===== config.mk =====
export PLATFORM = sky130hd
export DESIGN_NAME = spram_burst_reader
export DESIGN_NICKNAME = d
export VERILOG_FILES = /design/src/rtl/spram_burst_reader.sv
export SDC_FILE = /design/constraint.sdc
export NUM_CORES = 1
export LEC_CHECK = 0
export ABC_AREA = 1
export BUFFER_PORTS_ARGS = -buffer_cell sky130_fd_sc_hd__clkbuf_2
export CAP_MARGIN = 25
export CORE_MARGIN = 3
export CORE_UTILIZATION = 55
export CTS_BUF_LIST = sky130_fd_sc_hd__clkbuf_4
export CTS_CLUSTER_SIZE = 25
export DETAILED_ROUTE_END_ITERATION = 8
export PLACE_DENSITY = 0.78
export REMOVE_ABC_BUFFERS = 1
export SLEW_MARGIN = 20
export SYNTH_ARGS = -nofsm -noshare
export SYNTH_HDL_FRONTEND = slang
export SYNTH_SLANG_ARGS = --single-unit

===== constraint.sdc =====
create_clock -name clk -period 4.1 [get_ports clk]
set_input_delay 0.82 -clock clk [delete_from_list [all_inputs] [get_ports clk]]
set_output_delay 0.82 -clock clk [all_outputs]
set_load 0.01 [all_outputs]

===== src/rtl/spram_burst_reader.sv =====
// Read-side burst sequencer for a single-port RAM: issues credit-limited reads,
// tracks the RAM read latency with a tag pipe and streams returns through a small FIFO.
module spram_burst_reader #(
  parameter int DW         = 64,
  parameter int AW         = 8,
  parameter int DEPTH      = 256,
  parameter int RD_LAT     = 1,
  parameter int FIFO_DEPTH = 4
) (
  input  logic          clk,
  input  logic          rst,
  input  logic          start,
  input  logic [AW-1:0] base_addr,
  input  logic [AW:0]   len,
  output logic          busy,
  output logic          done,
  output logic          mem_cs,
  output logic          mem_we,
  output logic [AW-1:0] mem_addr,
  input  logic [DW-1:0] mem_rdata,
  output logic          m_valid,
  input  logic          m_ready,
  output logic [DW-1:0] m_data,
  output logic          m_last
);

  localparam int PW  = (FIFO_DEPTH > 1) ? $clog2(FIFO_DEPTH) : 1;
  localparam int CW  = $clog2(FIFO_DEPTH + RD_LAT + 1);
  localparam int DCW = $clog2(RD_LAT + 1);
  localparam logic [AW-1:0] LAST_ADDR  = AW'(DEPTH - 1);
  localparam logic [PW-1:0] PTR_LAST   = PW'(FIFO_DEPTH - 1);
  localparam logic [CW-1:0] CREDIT_MAX = CW'(FIFO_DEPTH);
  localparam logic [AW:0]   LEN_ONE    = (AW+1)'(1);

  typedef enum logic [1:0] {
    S_IDLE  = 2'd0,
    S_ISSUE = 2'd1,
    S_DRAIN = 2'd2,
    S_FLUSH = 2'd3
  } state_e;

  state_e          state_q;
  logic [AW-1:0]   addr_q;
  logic [AW-1:0]   addr_d;
  logic [AW:0]     remaining_q;
  logic [AW:0]     wr_left_q;
  logic [DCW-1:0]  drain_q;
  logic            cs_q;
  logic            busy_q;
  logic            done_zero_q;
  logic [RD_LAT-1:0] tag_q;
  logic [RD_LAT-1:0] tag_d;
  logic [CW-1:0]   inflight_q;

  logic [DW:0]     buf_q [FIFO_DEPTH];
  logic [PW-1:0]   wr_ptr_q;
  logic [PW-1:0]   rd_ptr_q;
  logic [CW-1:0]   cnt_q;
  logic            m_valid_q;
  logic [DW-1:0]   m_data_q;
  logic            m_last_q;

  logic [CW-1:0]   fifo_count_s;
  logic            credit_s;
  logic            issue_s;
  logic            ret_s;
  logic            pop_s;
  logic            load_s;
  logic            from_buf_s;
  logic            bypass_s;
  logic            push_buf_s;
  logic            last_s;
  logic            done_hs_s;

  function automatic logic [PW-1:0] ptr_inc(input logic [PW-1:0] p);
    return (p == PTR_LAST) ? {PW{1'b0}} : p + PW'(1);
  endfunction

  // Credit, tag pipe and FIFO steering decisions for the current cycle
  always_comb begin
    fifo_count_s = cnt_q + CW'(m_valid_q);
    credit_s     = (fifo_count_s + inflight_q) < CREDIT_MAX;
    issue_s      = (state_q == S_ISSUE) && credit_s;
    ret_s        = tag_q[RD_LAT-1];
    pop_s        = m_valid_q && m_ready;
    load_s       = !m_valid_q || pop_s;
    from_buf_s   = load_s && (cnt_q != {CW{1'b0}});
    bypass_s     = load_s && (cnt_q == {CW{1'b0}}) && ret_s;
    push_buf_s   = ret_s && !bypass_s;
    last_s       = (wr_left_q == LEN_ONE);
    done_hs_s    = (state_q == S_FLUSH) && pop_s && m_last_q;
    addr_d       = (addr_q == LAST_ADDR) ? {AW{1'b0}} : addr_q + AW'(1);
    tag_d        = {RD_LAT{1'b0}};
    tag_d[0]     = issue_s;
    for (int i = 1; i < RD_LAT; i++) begin
      tag_d[i] = tag_q[i-1];
    end
  end

  // Burst FSM with address, remaining count and latency tracking
  always_ff @(posedge clk or posedge rst) begin
    if (rst) begin
      state_q     <= S_IDLE;
      addr_q      <= {AW{1'b0}};
      remaining_q <= {(AW+1){1'b0}};
      wr_left_q   <= {(AW+1){1'b0}};
      drain_q     <= {DCW{1'b0}};
      cs_q        <= 1'b0;
      busy_q      <= 1'b0;
      done_zero_q <= 1'b0;
      tag_q       <= {RD_LAT{1'b0}};
      inflight_q  <= {CW{1'b0}};
    end else begin
      done_zero_q <= 1'b0;
      tag_q       <= tag_d;
      inflight_q  <= inflight_q + CW'(issue_s) - CW'(ret_s);
      if (ret_s) begin
        wr_left_q <= wr_left_q - LEN_ONE;
      end
      case (state_q)
        S_IDLE: begin
          if (start) begin
            if (len != {(AW+1){1'b0}}) begin
              state_q     <= S_ISSUE;
              addr_q      <= base_addr;
              remaining_q <= len;
              wr_left_q   <= len;
              cs_q        <= 1'b1;
              busy_q      <= 1'b1;
            end else begin
              done_zero_q <= 1'b1;
            end
          end
        end
        S_ISSUE: begin
          if (issue_s) begin
            addr_q      <= addr_d;
            remaining_q <= remaining_q - LEN_ONE;
            if (remaining_q == LEN_ONE) begin
              if (RD_LAT > 1) begin
                state_q <= S_DRAIN;
                drain_q <= DCW'(RD_LAT - 1);
              end else begin
                state_q <= S_FLUSH;
                cs_q    <= 1'b0;
              end
            end
          end
        end
        // Keep the RAM delay chain moving until the last read has emerged
        S_DRAIN: begin
          drain_q <= drain_q - DCW'(1);
          if (drain_q == DCW'(1)) begin
            state_q <= S_FLUSH;
            cs_q    <= 1'b0;
          end
        end
        S_FLUSH: begin
          if (done_hs_s) begin
            state_q <= S_IDLE;
            busy_q  <= 1'b0;
          end
        end
        default: begin
          state_q <= S_IDLE;
          cs_q    <= 1'b0;
          busy_q  <= 1'b0;
        end
      endcase
    end
  end

  // FIFO storage; contents need no reset because occupancy is tracked separately
  always_ff @(posedge clk) begin
    if (push_buf_s) begin
      buf_q[wr_ptr_q] <= {last_s, mem_rdata};
    end
  end

  // FIFO pointers and registered stream head; returns bypass into an empty head
  always_ff @(posedge clk or posedge rst) begin
    if (rst) begin
      wr_ptr_q  <= {PW{1'b0}};
      rd_ptr_q  <= {PW{1'b0}};
      cnt_q     <= {CW{1'b0}};
      m_valid_q <= 1'b0;
      m_data_q  <= {DW{1'b0}};
      m_last_q  <= 1'b0;
    end else begin
      if (push_buf_s) begin
        wr_ptr_q <= ptr_inc(wr_ptr_q);
      end
      if (from_buf_s) begin
        m_data_q  <= buf_q[rd_ptr_q][DW-1:0];
        m_last_q  <= buf_q[rd_ptr_q][DW];
        m_valid_q <= 1'b1;
        rd_ptr_q  <= ptr_inc(rd_ptr_q);
      end else if (bypass_s) begin
        m_data_q  <= mem_rdata;
        m_last_q  <= last_s;
        m_valid_q <= 1'b1;
      end else if (pop_s) begin
        m_valid_q <= 1'b0;
        m_last_q  <= 1'b0;
      end
      cnt_q <= cnt_q + CW'(push_buf_s) - CW'(from_buf_s);
    end
  end

  assign busy     = busy_q;
  assign done     = done_zero_q | done_hs_s;
  assign mem_cs   = cs_q;
  assign mem_we   = 1'b0;
  assign mem_addr = addr_q;
  assign m_valid  = m_valid_q;
  assign m_data   = m_data_q;
  assign m_last   = m_last_q;

endmodule


After elaboration in Yosys (flattened, before gate mapping)
Memories as Yosys holds them, arrays and structs flattened.
Index checks and enable logic that the tools add are counted.
- flip-flop bits (word level): 109
- memory bits (writable): 260
- input port bits: 85
- output and inout port bits: 78
- word-level logic and storage cells: 111
- memories: 1
- memory list (memory ; words ; bits a word ; rd ports ; clocked after Yosys merged registers in ; wr ports ; line ; RTL):
    buf_q ; 4 ; 65 ; 1 ; 0 ; 1 ; 55 ; logic [DW:0] buf_q [FIFO_DEPTH];
- add/sub/neg operators: 12
- magnitude comparators: 1
- eq/ne operators: 14
- muxes and demuxes: 42
- bitwise gates (word level): 1
- reductions and logical operators: 24
- operators by type and width (kind ; number):
    $mux W64 ; 2
    $mux W9 ; 7
    $mux W8 ; 4
    $eq A9 B1 Y1 const B ; 2
    $pmux W9 S2 ; 1
    $sub A9 B1 Y9 const B ; 2
    $mux W1 ; 16
    $mux W2 ; 8
    $pmux W8 S2 ; 1
    $reduce_and A6 Y1 ; 2
    $ne A2 B2 Y1 const B ; 5
    $add A3 B1 Y3 ; 3
    $reduce_bool A3 Y1 ; 3
    $reduce_bool A9 Y1 ; 1
    $add A8 B1 Y8 const B ; 1
    $eq A2 B2 Y1 const B ; 4
    $eq A8 B8 Y1 const B ; 1
    $logic_and A1 B1 Y1 ; 8
    $pmux W2 S4 ; 1
    $reduce_and A4 Y1 ; 2
    $reduce_bool A2 Y1 ; 3
    $sub A3 B1 Y3 ; 2
    $add A2 B1 Y2 const B ; 2
    $add A3 B3 Y3 ; 1
    11 further kinds ; 12

Depth between registers and ports, before layout
- depth after elaboration: 8
- depth in mapped cells: 13
- gate-level depth less buffers: 13

Least setup slack after synthesis
Ideal clock, no wire load.
- path type: input -> register
- start: input m_ready
- end: memory buf_q[0][0] in the netlist's numbering, enable pin
- library setup time: 0.489 ns
- data arrival time: 3.911 ns
- path slack: -0.300 ns
- stages on the path: 5
- buffers on the path: 0
- path through: nor2_4 inv_4 nand3_4 nand2_1 nor2_1
- cells in the longest elaborated chain, start to end: 8
- ends and longest elaborated chain (what ; line ; RTL):
    from (decl) ; 22 ; input logic m_ready,
    $logic_and A1 B1 Y1 ; 85 ; pop_s = m_valid_q && m_ready;
    $logic_or A1 B1 Y1 ; 86 ; load_s = !m_valid_q || pop_s;
    $logic_and A1 B1 Y1 (2 in series) ; 88 ; bypass_s = load_s && (cnt_q == {CW{1'b0}}) && ret_s;
    $logic_not A1 Y1 ; 89 ; push_buf_s = ret_s && !bypass_s;
    $logic_and A1 B1 Y1 ; 89 ;
    $mux W1 ; 175 ; if (push_buf_s) begin
    $mux W1 (implied by the code) ; 176 ; buf_q[wr_ptr_q] <= {last_s, mem_rdata};
    to (decl) ; 55 ;
No other way between the ends.

Final worst setup path
- start: register state_q[0]
- end: output done
- cells in the longest elaborated chain, start to end: 4
- ends and longest elaborated chain (what ; line ; RTL):
    from (decl) ; 42 ; state_e state_q;
    from (signal assigned) ; 103 ; state_q <= S_IDLE;
    from (signal assigned) ; 124 ; state_q <= S_ISSUE;
    from (signal assigned) ; 141 ; state_q <= S_DRAIN;
    $eq A2 B2 Y1 ; 91 ; done_hs_s = (state_q == S_FLUSH) && pop_s && m_last_q;
    $logic_and A1 B1 Y1 (2 in series) ; 91 ;
    $or A1 B1 Y1 ; 211 ; assign done = done_zero_q | done_hs_s;
    to (decl) ; 16 ; output logic done,
No other way between the ends.

==> summary.md <==
| Metric | Value |
|---|---|
| Status | complete, no violations |
| GRT Total Usage | 0.227 |
| TritonCTS clock tree | done |
| First-pass GRT wire length | 55.5 mm |
| Final instance area | 17800 sq um |
| Max Fclk | 393 MHz |
| Max incr delay on CP | 410 ps |
| HP Class | primary input to async pin |
| Xor and xnor area share after synthesis | 0.00733 |
| Main combinational cell family by area after synthesis | simple AND/OR/NAND/NOR gates |
| Yosys warns | 0 |
| Nets | around 1700 |
| Wirelength per Cell | 16.7 um |
| Max-slew violations | 0 |
| R2r setup slk | 1580 ps |
| Gpl congestion | 0.822 |
| Max-Cap Viols | 0 |
| Cell count after synthesis | approximately 1400 |
| Vias in the first global route | 11016 |
| NetSw | a little under 5000 uW |
| Slowest cell on crit path | dfrtp_1 |
| CTS clk-pin slew, worst paths | about 70 ps |
| FP Rows | 60 |
| Post-synthesis register bit count | between 300 and 400 |
| Worst-Margin Slew | approximately 960 ps |
| CP required | 3280 ps |
| Grt ovf | 0 |
| Relative slew slack | 0.358 |
| Pwr/cell area | between 700 and 800 nW/um^2 |
| Crit. End Element | primary output |
| Final Util | 0.652 |
| Internal power | ~8000 uW |
| DP Wirelength | 19.8 mm |
| Sw Ratio | 0.377 |
| TritonCTS Buffers | 91 |
| Placed Area | 16600 sq um |
| Post-synth EDFFs | 260 |
| DRT Wirelength | 34.1 mm |
| # IOs | 163 |
| # resized after CTS | 0 |
| Setup CP Type | register to primary output |
| DIE AREA | 30300 sq um |
| Crit start category | register |
| CTS Hold Bufs | 0 |
| Top cell type's share of synthesized area | 0.503 |
| IO Port Bufs | between 150 and 200 |
| DRT iter0 DRCs | 966 |
| Leakage power | 0.00722 uW |
| Setup Skew | 44.0 ps |
| Final TNS setup | 0 ps |
| Ys flop type | edfxtp_1 |
| Most frequent cell after synthesis | nand2_1 |
| Hold_ws | 173 ps |
| Area Overhead vs Synth | 14.7% |
| Flop pwr share | 0.413 |
| Clk network pwr share | 0.245 |
| Area leader, netlist | edfxtp_1 |
| Largest net degree at the start of global routing | 95 |
| Worst-path cell chain | ha_1 -> nand4_1 -> nand2_1 -> clkbuf_2 |
| Setup violators final | 0 |
| Initial Util | 0.568 |
| Clk Latency, worst-skew pair | 710 ps |
| DRC violation count after routing | 0 |
| Post-CTS Setup Repair Bufs | 0 |
| Clock Sinks | 369 |
| Synth area leaders | edfxtp_1 (50%), dfrtp_1 (18%), nand2_1 (6.5%) |
| Min Tclk post-route | roughly 2500 ps |
| Post-Synth Simple-Gate Area | 0.139 |
| Worst-path fanout max | 4 |
| Drt pass-1 iters | 5 |
| Compound-Gate Fraction of Synth Area | 0.108 |
| Clk buf depth | 3 |
| Mapped Area | about 16000 sq um |
| Peak VDD IR | roughly 0.42 mV |
| Vias | 11057 |
| Post-DRT Antenna Nets | 0 |
| Commonest cells in the netlist | nand2_1 (270), edfxtp_1 (260), nor2_1 (228), o21ai_0 (125), dfrtp_1 (109) |
| Seq/Total Area, Yosys | 0.678 |
| Clk root buf | clkbuf_4 |
| DIE HEIGHT | 174 um |
| Yosys cell types | 39 |
| Adder-cell share of the synthesized area | 0.0195 |
| Core footprint | roughly 27000 sq um |
| Tot Pwr | approximately 13000 uW |
| Initial antenna violation count | 5 |
| Final count of hold timing violations | 0 |
| Fraction of the cycle the final worst path needs | 0.620 |
| Crit path DAT | 1720 ps |
| Die X | roughly 170 um |
| Mux share of post-synthesis cell area | 0.000645 |
| CTS H-tree depth | 3 |
| Layout cells sized above 1 | 0.211 |
| Via-to-Cell Ratio | 5.43 |
| Syn avg cell area | around 11 sq um |
| Asr flop ratio synth | 0.295 |
| Gate power share | 0.342 |
| RSZ-0062 raised after global routing | false |
==> cell families after synthesis <==
| logic type | count (synthesis) |
|---|---|
| AO/OA/AOI/OAI | 295 |
| adder cells (fa/ha/maj) | 23 |
| buffers and inverters | 148 |
| multiplexers | 1 |
| AND/OR/NAND/NOR | 544 |
| other | 1 |
| flip-flops | 369 |
| XOR/XNOR | 13 |
==> cell usage in the layout (no fill, tap or decap), types with 3 or more instances in the layout <==
cell	count
nand2_1	270
edfxtp_1	260
nor2_1	224
clkbuf_2	161
clkbuf_4	136
o21ai_0	125
dfrtp_1	107
o22ai_1	66
a31oi_1	64
inv_1	60
o21ai_1	28
nand3_1	24
clkinv_1	22
ha_1	21
buf_4	12
xor2_1	9
nand4_1	7
inv_2	7
nor2_4	6
o21bai_1	5
buf_12	5
xnor2_1	4
nor3_1	4
diode_2	3
a21oi_1	3
inv_4	3
bufinv_16	3
clkinv_2	3
==> state kept, by name (all words and copies together), names as in the netlist <==
signal and count:
mem_cs 1, mem_addr 8, drain_q 1, done_zero_q 1, ret_s 1, buf_q 260
state_q 2, m_data 64, m_valid 1, cnt_q 3, wr_ptr_q 2, m_last 1
inflight_q 3, rd_ptr_q 2, busy 1, remaining_q 9, wr_left_q 9
==> stage by stage <==
step | instances | setup WS, ps
2_1_floorplan | 1315 | -300
3_3_place_gp | 1865 | 1250
3_5_place_dp | 1865 | 1180
4_1_cts | 2033 | 1510
5_1_grt | 2036 | 1390
6_report | 2036 | 1560
==> critical path: cells and delay by family, from the launching register on <==
kind                       cells  cell delay (ps)
buffers and inverters          1              130
DFF                            1              410
and+or+nand+nor                2              260
adders and majority gates      1              240
==> area by class of cell <==
type | instances | area [sq um]
antenna | 3 | 7.51
multi-input combinational | 877 | 4290
sequential | 369 | 10500
tap | 372 | 465
timing repair buffer | 178 | 996
clock inverter | 32 | 216
clock buffer | 136 | 1020
inverter | 69 | 267
fill | 2122 | 9520
==> layer usage <==
metal  vias up  GRT usage  part of all wire
met1      5252      0.285              0.40
met4         4     0.0801             0.015
li1       5318          -                 -
met2       435      0.381              0.49
met5         -          0           0.00085
met3        48     0.0607             0.088
==> power by group through the flow <==
stage                     sequential [uW]  combinational, uW  clock [uW]
after floorplan                      5580               2690           0
after global placement               5370               4280           0
after detailed placement             5400               4450           0
after CTS                            5330               4460        3250
after global routing                 5420               5030        3450
final                                5330               4420        3160
==> final timing paths <==
| check | cells past startpoint | end | start |
|---|---|---|---|
| setup / recovery | 4 | done | state_q[0] |
| hold / removal | 2 | drain_q | rst |
| setup reg to reg | 8 | m_data[21] | m_valid |
| hold reg to reg | 1 | drain_q | drain_q |
| max in group asynchronous | 3 | rd_ptr_q[0] | rst |
| min in group clk | 1 | buf_q[3][9] | mem_rdata[9] |
(Power assumes the default switching activity.)
